$ cat src/rtl/lib_cpu.sv
// Shared CPU-side definitions: UART frame states and data width.
package lib_cpu;

    localparam int UART_DATA_BITS = 8;

    typedef enum logic [1:0] {
        IDLE,
        START,
        DATA,
        STOP
    } UART_STATE;

endpackage

$ cat src/rtl/uart_tx_core.sv
// 8N1 UART transmitter: latches a byte on w_en and shifts it out LSB first.
module uart_tx_core
    import lib_cpu::*;
#(
    parameter int CLKS_PER_BIT = 868
) (
    input  logic                      clk,
    input  logic                      rst,
    input  logic                      w_en,
    input  logic [UART_DATA_BITS-1:0] w_data,
    output logic                      tx,
    output logic                      busy
);

    localparam int BW = $clog2(CLKS_PER_BIT);
    localparam logic [BW-1:0] BAUD_LAST = BW'(CLKS_PER_BIT - 1);
    localparam logic [2:0] BIT_LAST = 3'(UART_DATA_BITS - 1);

    UART_STATE                 r_state;
    logic [BW-1:0]             r_baud;
    logic [2:0]                r_bit;
    logic [UART_DATA_BITS-1:0] r_shift;
    logic                      w_baud_done;

    assign w_baud_done = (r_baud == BAUD_LAST);

    always_ff @(posedge clk or posedge rst) begin
        if (rst) begin
            r_state <= IDLE;
            r_baud  <= '0;
            r_bit   <= '0;
            r_shift <= '0;
        end else begin
            unique case (r_state)
                IDLE: begin
                    r_baud <= '0;
                    if (w_en) begin
                        r_shift <= w_data;
                        r_state <= START;
                    end
                end
                START: begin
                    if (w_baud_done) begin
                        r_baud  <= '0;
                        r_bit   <= '0;
                        r_state <= DATA;
                    end else begin
                        r_baud <= r_baud + 1'b1;
                    end
                end
                DATA: begin
                    if (w_baud_done) begin
                        r_baud  <= '0;
                        r_shift <= r_shift >> 1;
                        r_bit   <= r_bit + 1'b1;
                        if (r_bit == BIT_LAST) begin
                            r_state <= STOP;
                        end
                    end else begin
                        r_baud <= r_baud + 1'b1;
                    end
                end
                STOP: begin
                    if (w_baud_done) begin
                        r_baud  <= '0;
                        r_state <= IDLE;
                    end else begin
                        r_baud <= r_baud + 1'b1;
                    end
                end
                default: r_state <= IDLE;
            endcase
        end
    end

    always_comb begin
        tx = 1'b1;
        unique case (r_state)
            START:   tx = 1'b0;
            DATA:    tx = r_shift[0];
            default: tx = 1'b1;
        endcase
    end

    assign busy = (r_state != IDLE);

endmodule

$ cat src/rtl/uart_io.sv
// CPU-side serial port: TX via uart_tx_core, RX deserializer with irr/overrun bookkeeping.
module uart_io
    import lib_cpu::*;
#(
    parameter int CLKS_PER_BIT = 868
) (
    input  logic        clk,
    input  logic        rst,
    input  logic        w_en,
    input  logic [7:0]  w_data,
    input  logic        r_ack,
    input  logic        uart_rx,
    output logic        uart_tx,
    output logic        w_busy,
    output logic [31:0] r_data,
    output logic        irr,
    output logic        overrun
);

    localparam int BW = $clog2(CLKS_PER_BIT);
    localparam logic [BW-1:0] BAUD_LAST = BW'(CLKS_PER_BIT - 1);
    // IDLE's detection cycle counts as the first of the CLKS_PER_BIT/2 half-bit cycles.
    localparam logic [BW-1:0] BAUD_MID = BW'(CLKS_PER_BIT / 2 - 1);
    localparam logic [2:0] BIT_LAST = 3'(UART_DATA_BITS - 1);

    logic                      r_sync1;
    logic                      r_sync2;
    UART_STATE                 r_rx_state;
    logic [BW-1:0]             r_rx_baud;
    logic [2:0]                r_rx_bit;
    logic [UART_DATA_BITS-1:0] r_rx_shift;
    logic                      w_rx_baud_done;
    logic                      w_rx_valid;

    uart_tx_core #(
        .CLKS_PER_BIT(CLKS_PER_BIT)
    ) u_tx (
        .clk   (clk),
        .rst   (rst),
        .w_en  (w_en),
        .w_data(w_data),
        .tx    (uart_tx),
        .busy  (w_busy)
    );

    always_ff @(posedge clk or posedge rst) begin
        if (rst) begin
            r_sync1 <= 1'b1;
            r_sync2 <= 1'b1;
        end else begin
            r_sync1 <= uart_rx;
            r_sync2 <= r_sync1;
        end
    end

    assign w_rx_baud_done = (r_rx_baud == BAUD_LAST);
    assign w_rx_valid     = (r_rx_state == STOP) && w_rx_baud_done && r_sync2;

    always_ff @(posedge clk or posedge rst) begin
        if (rst) begin
            r_rx_state <= IDLE;
            r_rx_baud  <= '0;
            r_rx_bit   <= '0;
            r_rx_shift <= '0;
        end else begin
            unique case (r_rx_state)
                IDLE: begin
                    r_rx_baud <= '0;
                    if (!r_sync2) begin
                        r_rx_state <= START;
                    end
                end
                START: begin
                    if (r_rx_baud == BAUD_MID) begin
                        r_rx_baud  <= '0;
                        r_rx_bit   <= '0;
                        r_rx_state <= r_sync2 ? IDLE : DATA;
                    end else begin
                        r_rx_baud <= r_rx_baud + 1'b1;
                    end
                end
                DATA: begin
                    if (w_rx_baud_done) begin
                        r_rx_baud  <= '0;
                        r_rx_shift <= {r_sync2, r_rx_shift[UART_DATA_BITS-1:1]};
                        r_rx_bit   <= r_rx_bit + 1'b1;
                        if (r_rx_bit == BIT_LAST) begin
                            r_rx_state <= STOP;
                        end
                    end else begin
                        r_rx_baud <= r_rx_baud + 1'b1;
                    end
                end
                STOP: begin
                    // Leave at mid-stop on both outcomes so the next start edge is seen.
                    if (w_rx_baud_done) begin
                        r_rx_baud  <= '0;
                        r_rx_state <= IDLE;
                    end else begin
                        r_rx_baud <= r_rx_baud + 1'b1;
                    end
                end
                default: r_rx_state <= IDLE;
            endcase
        end
    end

    always_ff @(posedge clk or posedge rst) begin
        if (rst) begin
            r_data  <= '0;
            irr     <= 1'b0;
            overrun <= 1'b0;
        end else if (w_rx_valid) begin
            r_data  <= {{(32 - UART_DATA_BITS){1'b0}}, r_rx_shift};
            irr     <= 1'b1;
            overrun <= r_ack ? 1'b0 : (overrun | irr);
        end else if (r_ack) begin
            irr     <= 1'b0;
            overrun <= 1'b0;
        end
    end

endmodule
$ cat config.mk
export PLATFORM = sky130hd
export DESIGN_NAME = uart_io
export DESIGN_NICKNAME = d
export VERILOG_FILES = /design/src/rtl/lib_cpu.sv /design/src/rtl/uart_tx_core.sv /design/src/rtl/uart_io.sv
export SDC_FILE = /design/constraint.sdc
export NUM_CORES = 1
export LEC_CHECK = 0
export CAP_MARGIN = 10
export CORE_MARGIN = 5
export CORE_UTILIZATION = 57
export DETAILED_ROUTE_END_ITERATION = 10
export GPL_TIMING_DRIVEN = 0
export PLACE_DENSITY_LB_ADDON = 0.2
export SLEW_MARGIN = 20
export SYNTH_ARGS = -nofsm -noshare
export SYNTH_HDL_FRONTEND = slang
export SYNTH_HIERARCHICAL = 1
export SYNTH_SLANG_ARGS = --single-unit
$ cat constraint.sdc
create_clock -name clk -period 3.9 [get_ports clk]
set_input_delay 0.585 -clock clk [delete_from_list [all_inputs] [get_ports clk]]
set_output_delay 0.585 -clock clk [all_outputs]
set_load 0.02 [all_outputs]
Word level (Yosys, flattened, before mapping)
Index checks and enable logic that the tools add are counted.

$add $sub $neg: 4. Bitwise logic cells: 1. Reductions and logical operators: 17. Multiplexer cells: 32. Eq/ne operators: 21.

Operators by type and width (number): $mux 10 (3); $pmux 10 s3 (1); $mux 2 (11); $add 10x1->10 const B (2); $eq 10x10->1 const B (2); $pmux 10 s2 (1); $mux 8 (2); $pmux 2 s4 (2); $pmux 8 s2 (1); $mux 3 (4); $ne 2x2->1 const B (6); $pmux 3 s2 (2); $eq 10x9->1 const B (1); $reduce_and 5->1 (2); $reduce_bool 2->1 (5); $reduce_and 3->1 (3); $eq 2x2->1 const B (4); $ne 2x1->1 const B (4); $add 3x1->3 const B (2); $eq 3x3->1 const B (2); $eq 2x1->1 const B (2); $logic_not 2->1 (2); $mux 1 (4); $reduce_or 3->1 (1); other kinds (5) (6).

Output and inout bits: 36. Logic and storage cells: 88. Bits of input ports: 13. Register bits: 58.

Logic depth before layout (Yosys ltp)
Gate-level depths: netlist of the first run.

Depth after elaboration: 4. Depth in mapped cells: 8.

By module
Netlist of the first run, hierarchy kept.

Modules (own cells, without submodules): uart_io (area each 1770.4 um2, cells each 144, instances 1); uart_tx_core (area each 1243.7 um2, cells each 105, instances 1).

Worst setup path after synthesis of the first run
No wires, ideal clock.

Kind: register to output. Start: register u_tx.r_state[0]. End: output uart_tx. Buffers on the path: 2. Slack: 1.820 ns. Arrival: 1.495 ns. Stages on the path, launching flop included: 6. Cells stage by stage: dfrtp_1 > inv_1 > ha_1 > buf_2 > clkbuf_1 > o21ai_0.

Cells in the longest elaborated chain, start to end: 2.

Ends and longest elaborated chain: start, declared (line uart_tx_core.sv:19) `UART_STATE r_state;`; start signal, assigned (line uart_tx_core.sv:29) `r_state <= IDLE;`; start signal, assigned (line uart_tx_core.sv:39) `r_state <= START;`; start signal, assigned (line uart_tx_core.sv:46) `r_state <= DATA;`; $eq 2x2->1 or $eq 2x1->1 (tied branches) (line uart_tx_core.sv:78) `unique case (r_state)`; $pmux 1 s2 * (line uart_tx_core.sv:78); end, declared (line uart_io.sv:13) `output logic uart_tx,`.

Mark *: on every way between the ends. The rest lies on a longest branch, timed or not.

Final worst setup path of the first run
Ends and elaborated chain as after synthesis.

==> run_results.csv, run 1 <==
group,metric,value,unit
final_layout,area_growth,20.5,%
cts,cts_tree,"done",
hold_path,min_path_type,"reg -> reg",
sta,fmax,340,MHz
global_route,grt_pass1_vias,1854,
synthesis,yosys.area.top_type_share,46.5,%
cts,hold_buffers,0,
cts,h-tree-depth,3,
floorplanning,die_h,82.7,um
route,drt-wirelength-per-cell,12.9,um
synthesis,synth_area,3010,sq um
sta,period_share,75.5,%
synthesis,yosysWarnings,6,
power,p_leak,1.81,nW
floorplanning,initial_core_util,59.0,%
synthesis,synth_edf_count,0,
power,powerDensity,483,nW/um^2
global_route,grt_pass1_wl,8.40,mm
synthesis,yosys-top-cells-area,"dfrtp_1, mux2_4, mux2_2",
final_layout,final_core_util,71.1,%
synthesis,seq_area_frac_synth,48.2,%
synthesis,syn_inst,249,
synthesis,syn_avg_cell_area,12.1,sq um
global_route,grt-ovfl-total,0,
setup_path,critPathKind,"reg -> out",
cts,cts_made_buffers,9,
final_layout,final-instance-count-excl-fill,381,
route,drt_iter0_drc,45,
floorplanning,die-area,6840,sq um
sta,tightest_slew,887,ps
job,drv_cap,0,
setup_path,endpoint_kind,"primary output",
route,wl,4.93,mm
sta,setup_ws,956,ps
sta,slew_headroom,40.8,%
status,status,"complete, no violations",
cts,root_buffer,"clkbuf_8",
cts,ctsResizeCount,0,
final_layout,diodes,0,
cts,post-cts-setup-buffer-count,0,
setup_path,crit_fanout,10,
global_route,grtUsageTotal,16.6,%
synthesis,synth_top_area_cell,"dfrtp_1",
route,drc_errors,0,
floorplanning,dieWidth,82.7,um
floorplanning,core.rowCount,26,
final_layout,nNetsFinal,332,
placement,place_inst,366,
placement,dp_hpwl,3.56,mm
cts,cts_buffer_depth,2,
final_layout,drive_gt1_share,29.6,%
global_route,grt_max_degree,36,
setup_path,start_kind,"flip-flop",
setup_path,max_stage_delay,640,ps
floorplanning,core,5110,sq um
placement,gp_congestion,0.778,
setup_path,cp_cell_sequence,"inv_1, ha_1, buf_2, clkbuf_1, nand2_1, o21ai_0, clkdlybuf4s50_1",
cts,cts_sinks,58,
placement,place_worst_setup_slack,1310,ps
sta,setup_viol,0,
route,vias,1880,
synthesis,ys_types,47,
sta,drv_slew,0,
placement,portBuffers,24,
route,avgViaCountPerCell,4.93,
power,peakVddDrop,0.344,mV
setup_path,critical_path_arrival,2360,ps
global_route,antenna_found_initial,0,
sta,grt_setup_unrepaired,"no",
cts,clkLatencyLatePin,330,ps
cts,cts.clk_slew.worst_paths,60,ps
route,drtPass1Iterations,5,
setup_path,cp_slowest_cell,"clkdlybuf4s50_1",
sta,fin_crit,2940,ps
final_layout,fillers,378,
setup_path,cp.buffers_inverters,4,
sta,fin_setup_tns,0,ps
synthesis,ys_seq_elements,58,
floorplanning,io_pins,49,
route,postRouteAntennaNets,0,
sta,hold_violations,0,
sta,finClkSkew,6.90,ps
setup_path,worstPathRequired,3310,ps
synthesis,synth-main-ff-cell,"dfrtp_1",
setup_path,path_delay_family,"buffers and inverters",
synthesis,async_flop_share,100,%
final cells by class:
cell class | count | area [sq um] | share of cell area, %
Clock buffer | 13 | 169 | 4.65
Multi-Input combinational cell | 172 | 1370 | 37.8
Inverter | 11 | 41.3 | 1.14
Tap cell | 70 | 87.6 | 2.41
Sequential cell | 58 | 1450 | 40.0
Clock inverter | 2 | 35.0 | 0.965
Timing Repair Buffer | 24 | 240 | 6.61
Buffer | 31 | 233 | 6.41
layer usage:
layer / track usage [%] / vias to the layer above / routed length, um
met2: 25.0 / 43 / 2320
met3: 4.45 / 6 / 257
met4: 8.82 / 0 / 71
met5: 0 / - / 0
met1: 22.0 / 902 / 2280
li1: - / 929 / -
cell usage in the layout, fill, tap and decap left out, types with 5 or more instances in the layout:
cell type | netlist | routed
clkdlybuf4s50_1 | 0 | 24
dfrtp_1 | 56 | 56
nand3_1 | 6 | 6
nor2_1 | 24 | 24
clkbuf_8 | 0 | 12
o21ai_0 | 5 | 5
inv_1 | 11 | 10
ha_1 | 12 | 12
conb_1 | 1 | 24
mux2_4 | 14 | 14
nand2_1 | 8 | 8
xor2_1 | 8 | 8
mux2_2 | 18 | 18
buf_4 | 24 | 24
xnor2_1 | 8 | 8
nand4_1 | 5 | 5
flip-flops by register name, summed over array words and instances, names as in the netlist, named ones only:
name          cells
irr               1
u_tx/r_state      2
r_rx_baud        10
r_sync1           1
r_rx_shift        8
r_sync2           1
u_tx/r_shift      8
r_rx_state        1
r_rx_bit          3
overrun           1
u_tx/r_baud      10
u_tx/r_bit        3
r_data            8
worst reg2reg max path: stages, from the launching register on:
cell,delay [ps]
dfrtp_1,400
ha_1,300
nand4bb_4,160
nor3b_4,250
nor3b_4,260
buf_6,200
mux2_4,310
cell families (layout without fill, tap and decap cells):
logic type | count (synthesis) | in the layout | synth area share, %
and+or+nand+nor | 69 | 69 | 13.9
DFF | 58 | 58 | 48.2
buffers and inverters | 42 | 81 | 9.09
muxes | 33 | 33 | 14.1
AOI/OAI and AO/OA | 18 | 18 | 4.90
xor gates and xnor gates | 16 | 16 | 4.65
adders and majority gates | 12 | 12 | 4.98
other | 1 | 24 | 0.124
power breakdown:
group	switching (mW)	internal (mW)	total, mW
combinational	0.214	0.247	0.462
sequential	0.0530	0.678	0.731
clock	0.217	0.343	0.560
total	0.484	1.27	1.75
Yosys cell counts (all sizes together) (2+ instances only):
master	count
dfrtp	56
mux2	33
buf	30
nor2	24
ha	12
inv	11
nand2	9
xnor2	8
xor2	8
nand3	6
nand4	5
o21ai	5
a32o	4
nor3	4
nor3b	4
and3	3
and4	2
dfstp	2
nand2b	2
nor2b	2
nor4	2
path summary, 6_finish.rpt:
kind | startpoint | endpoint | slack, ps | depth (start not counted)
max reg2reg | r_rx_baud[0] | r_rx_shift[7] | 1910 | 6
max in group asynchronous | rst | u_tx/r_shift[2] | 2550 | 2
max | u_tx/r_state[0] | uart_tx | 960 | 7
min | r_sync1 | r_sync2 | 360 | 0
min in group asynchronous | rst | r_data[6] | 730 | 2
min reg2reg | r_sync1 | r_sync2 | 360 | 0
stage by stage:
step	hold WS, ps	cell area (sq um)	power [mW]
floorplan	345	3100	1.10
global placement	346	3430	1.19
detailed placement	347	3430	1.20
CTS	356	3630	1.77
global route	365	3630	1.87
finish	355	3630	1.75
Power figures use the tool's default switching activity.
==> run 2, diff against run 1 <==
--- a/config.mk
+++ b/config.mk
@@ -7,7 +7,7 @@
 export LEC_CHECK = 0
 export CAP_MARGIN = 10
 export CORE_MARGIN = 5
-export CORE_UTILIZATION = 57
+export CORE_UTILIZATION = 48
 export DETAILED_ROUTE_END_ITERATION = 10
 export GPL_TIMING_DRIVEN = 0
 export PLACE_DENSITY_LB_ADDON = 0.2
==> constraint.sdc (replaced) <==
create_clock -name clk -period 2.4 [get_ports clk]
set_input_delay 0.36 -clock clk [delete_from_list [all_inputs] [get_ports clk]]
set_output_delay 0.36 -clock clk [all_outputs]
set_load 0.02 [all_outputs]
==> run 2 against run 1 <==
  * Flip-flop and latch count unchanged
  * Setup slack worse by 690 ps
  * Largest power group is now clock
  * Sequential power up 63%
==> run_results.csv, run 2 (same netlist as run 1, synthesis figures left out) <==
group,metric,value,unit
status,status,"complete, no violations",
setup_path,critical_path_arrival,1780,ps
cts,ctsResizeCount,2,
global_route,grt_pass1_wl,8.62,mm
global_route,met2_usage,21.5,%
global_route,grt_max_degree,36,
cts,h-tree-depth,3,
placement,portBuffers,24,
cts,cts_buffer_depth,2,
cts,cts_sinks,58,
route,drtPass1Iterations,4,
setup_path,cp_slowest_cell,"clkdlybuf4s50_1",
floorplanning,core.rowCount,28,
cts,cts_tree,"done",
sta,hold_violations,0,
route,postRouteAntennaNets,0,
power,p_leak,1.84,nW
setup_path,endpoint_kind,"primary output",
setup_path,start_kind,"flip-flop",
sta,fin_setup_tns,0,ps
power,powerDensity,850,nW/um^2
global_route,use_met1,18.9,%
sta,period_share,89.1,%
sta,grt_setup_unrepaired,"no",
route,avgViaCountPerCell,4.86,
sta,drv_slew,0,
final_layout,nNetsFinal,331,
floorplanning,io_pins,49,
final_layout,final_cell_mix,"dfrtp_1, buf_4, nor2_1, conb_1, clkdlybuf4s50_1",
setup_path,path_delay_family,"buffers and inverters",
placement,gp_congestion,0.764,
setup_path,critPathKind,"reg -> out",
final_layout,final-instance-count-excl-fill,386,
setup_path,max_stage_delay,600,ps
setup_path,cp_cell_sequence,"inv_1, ha_1, inv_1, clkdlybuf4s50_1",
cts,cts.clk_slew.worst_paths,60,ps
global_route,grt-ovfl-total,0,
placement,place_inst,371,
cts,root_buffer,"clkbuf_8",
job,drv_cap,0,
sta,setup_viol,0,
floorplanning,initial_core_util,50.0,%
final_layout,final_common_cell,"dfrtp_1",
final_layout,final_core_util,61.4,%
placement,place_worst_setup_slack,-53.6,ps
global_route,grtUsageTotal,14.2,%
cts,cts_made_buffers,9,
sta,setup_ws,261,ps
floorplanning,die_h,89.2,um
final_layout,area_growth,22.7,%
route,drt-wirelength-per-cell,12.9,um
floorplanning,core,6030,sq um
global_route,grt_util_met3,3.87,%
route,vias,1875,
setup_path,cp.buffers_inverters,3,
route,drt_iter0_drc,57,
power,total_power,3.14,mW
final_layout,drive_gt1_share,29.9,%
floorplanning,dieWidth,89.2,um
global_route,grt_pass1_vias,1926,
final_layout,fillers,494,
sta,tightest_slew,896,ps
final_layout,top_regs,"r_rx_baud: 10 flops, u_tx/r_baud: 10 flops",
floorplanning,die-area,7960,sq um
cts,post-cts-setup-buffer-count,0,
cts,clkLatencyLatePin,330,ps
sta,fin_hold_ws,355,ps
setup_path,crit_top_cell,"inv_1",
power,peakVddDrop,0.508,mV
cts,hold_buffers,0,
hold_path,min_path_type,"reg -> reg",
placement,place_area,3430,sq um
final_layout,fin_area,3700,sq um
route,drc_errors,0,
placement,dp_hpwl,3.53,mm
route,wl,4.99,mm
final_layout,diodes,0,
global_route,busiest_layer,"met2",
global_route,antenna_found_initial,0,
sta,slew_headroom,40.2,%
setup_path,worstPathRequired,2040,ps
sta,fin_crit,2140,ps
sta,finClkSkew,7.14,ps
sta,fmax,468,MHz
setup_path,crit_fanout,6,
[run 2: routing by layer]
layer / vias to the layer above / wire length [um]
met2: 50 / 2280
met5: - / 0
met4: 0 / 80
met1: 884 / 2340
met3: 8 / 289
li1: 933 / -
[run 2: worst paths after layout]
| path | slack (ps) | startpoint | depth (start not counted) | to |
|---|---|---|---|---|
| min in group asynchronous | 500 | rst | 2 | r_data[5] |
| min | 360 | r_sync1 | 0 | r_sync2 |
| max | 260 | u_tx/r_state[0] | 4 | w_busy |
| max reg2reg | 400 | u_tx/r_state[0] | 8 | u_tx/r_shift[5] |
| max in group asynchronous | 1270 | rst | 2 | u_tx/r_bit[2] |
| min reg2reg | 360 | r_sync1 | 0 | r_sync2 |
[run 2: final cells by class]
cell class	count	area (sq um)	area share [%]
Buffer	30	231	6.26
Multi-Input combinational cell	172	1370	37.1
Clock buffer	11	141	3.82
Inverter	11	41.3	1.12
Sequential cell	58	1450	39.3
Tap cell	75	93.8	2.54
Clock inverter	5	125	3.38
Timing Repair Buffer	24	239	6.46
[run 2: report_power, final]
group | switching [mW] | internal (mW)
Clock | 0.379 | 0.822
Sequential | 0.0906 | 1.10
Combinational | 0.357 | 0.394
==> run 3, diff against run 2 <==
--- a/config.mk
+++ b/config.mk
@@ -9,7 +9,6 @@
 export CORE_MARGIN = 5
 export CORE_UTILIZATION = 48
 export DETAILED_ROUTE_END_ITERATION = 10
-export GPL_TIMING_DRIVEN = 0
 export PLACE_DENSITY_LB_ADDON = 0.2
 export SLEW_MARGIN = 20
 export SYNTH_ARGS = -nofsm -noshare
==> run 3 against run 2 <==
  * Critical path type unchanged
  * Design area fell by 5.3%
  * Clock power barely moved
  * Die area is the same
  * Clock skew is essentially flat
  * Critical path depth unchanged
  * Non-clock buffer count shrank 26
  * First-iteration DRC count shrank 32%
  * Utilization down 3.3 points
  * Clock-buffer cell count decreased by 2
==> run_results.csv, run 3 (same netlist as run 1, synthesis figures left out) <==
group,metric,value,unit
cts,cts_tree,"done",
route,vias,1807,
route,drtPass1Iterations,4,
final_layout,drive_gt1_share,23.9,%
setup_path,max_stage_delay,600,ps
floorplanning,initial_core_util,50.0,%
route,postRouteAntennaNets,0,
final_layout,area_growth,16.2,%
setup_path,cp_slowest_cell,"clkdlybuf4s50_1",
sta,grt_setup_unrepaired,"no",
sta,finClkSkew,7.54,ps
floorplanning,dieWidth,89.2,um
setup_path,start_kind,"flip-flop",
cts,post-cts-setup-buffer-count,0,
placement,dp_hpwl,3.40,mm
status,status,"complete, no violations",
global_route,grt_max_degree,36,
placement,place_area,3230,sq um
floorplanning,core,6030,sq um
setup_path,critPathKind,"reg -> out",
final_layout,fin_area,3500,sq um
setup_path,cp_cell_sequence,"inv_1, ha_1, inv_1, clkdlybuf4s50_1",
cts,cts_made_buffers,9,
route,wl,4.71,mm
global_route,grt_pass1_vias,1792,
floorplanning,core.rowCount,28,
global_route,antenna_found_initial,0,
hold_path,min_path_type,"reg -> reg",
cts,root_buffer,"clkbuf_8",
cts,cts_sinks,58,
route,avgViaCountPerCell,5.02,
setup_path,crit_fanout,6,
power,p_leak,1.70,nW
floorplanning,die_h,89.2,um
cts,h-tree-depth,3,
sta,period_share,89.6,%
setup_path,crit_top_cell,"inv_1",
sta,fin_setup_tns,0,ps
global_route,grtUsageTotal,13.2,%
global_route,grt-ovfl-total,0,
setup_path,endpoint_kind,"primary output",
final_layout,fillers,522,
sta,drv_slew,0,
setup_path,worstPathRequired,2040,ps
sta,hold_violations,0,
sta,setup_viol,0,
final_layout,top_regs,"r_rx_baud: 10 flops, u_tx/r_baud: 10 flops",
floorplanning,io_pins,49,
cts,cts.clk_slew.worst_paths,70,ps
cts,hold_buffers,0,
final_layout,diodes,0,
placement,gp_congestion,0.779,
global_route,grt_pass1_wl,8.05,mm
sta,fmax,465,MHz
cts,clkLatencyLatePin,330,ps
route,drt_iter0_drc,39,
floorplanning,die-area,7960,sq um
final_layout,final_common_cell,"dfrtp_1",
placement,portBuffers,24,
power,peakVddDrop,0.796,mV
power,powerDensity,880,nW/um^2
job,drv_cap,0,
route,drt-wirelength-per-cell,13.1,um
cts,cts_buffer_depth,2,
final_layout,nNetsFinal,305,
setup_path,critical_path_arrival,1790,ps
sta,fin_crit,2150,ps
route,drc_errors,0,
final_layout,final_cell_mix,"dfrtp_1, nor2_1, conb_1",
## run 3: path summary, 6_finish.rpt
| check | from | to | slack, ps | cells after the start |
|---|---|---|---|---|
| worst max-delay path | u_tx/r_state[0] | w_busy | 250 | 4 |
| worst min-delay path | r_sync1 | r_sync2 | 360 | 0 |
| worst max register to register | r_rx_baud[0] | r_rx_shift[2] | 310 | 6 |
| worst min register to register | r_sync1 | r_sync2 | 360 | 0 |
| max in group asynchronous | rst | r_sync2 | 1590 | 3 |
| min in group asynchronous | rst | u_tx/r_baud[2] | 410 | 3 |
## run 3: per-layer routing
layer  GRT usage (%)  routed length [um]  up-vias
li1                -                   -      883
met1            17.3                2230      872
met2            19.9                2100       41
met3            4.61                 285       11
met4            5.68                  95        0
met5               0                   0        -
## run 3: critical path: cells and delay by family, from the launching register on
family,cells,cell delay (ps)
buffers and inverters,3,780
flip-flops,1,400
adder cells (fa/ha/maj),1,280
## run 3: final cells by class
type / instances / area [sq um] / share of cell area [%]
flip-flops and latches: 58 / 1450 / 41.5
multi-input cells: 172 / 1380 / 39.3
repair buffers: 28 / 273 / 7.79
clock inverters: 7 / 141 / 4.04
clock buffers: 9 / 124 / 3.54
well taps: 75 / 93.8 / 2.68
inverters: 11 / 41.3 / 1.18
## run 3: power by group
part / switching [mW] / internal, mW
Combinational: 0.338 / 0.369
Clock: 0.391 / 0.794
Sequential: 0.0886 / 1.10
## run 3: metrics by stage
stage	cells	total power [mW]	worst slack, ps	hold WS [ps]	utilization [%]
5_1_grt	360	3.26	140	365	58.1
3_3_place_gp	344	1.91	347	347	53.6
3_5_place_dp	344	1.92	295	348	53.6
4_1_cts	360	3.12	61.7	357	58.1
6_report	360	3.08	249	356	58.1
2_1_floorplan	272	1.79	545	345	-
## run 3: timing repair
action,in CTS,in global routing
resized for setup,1,1
gates cloned,0,0
setup endpoints to repair,1,1
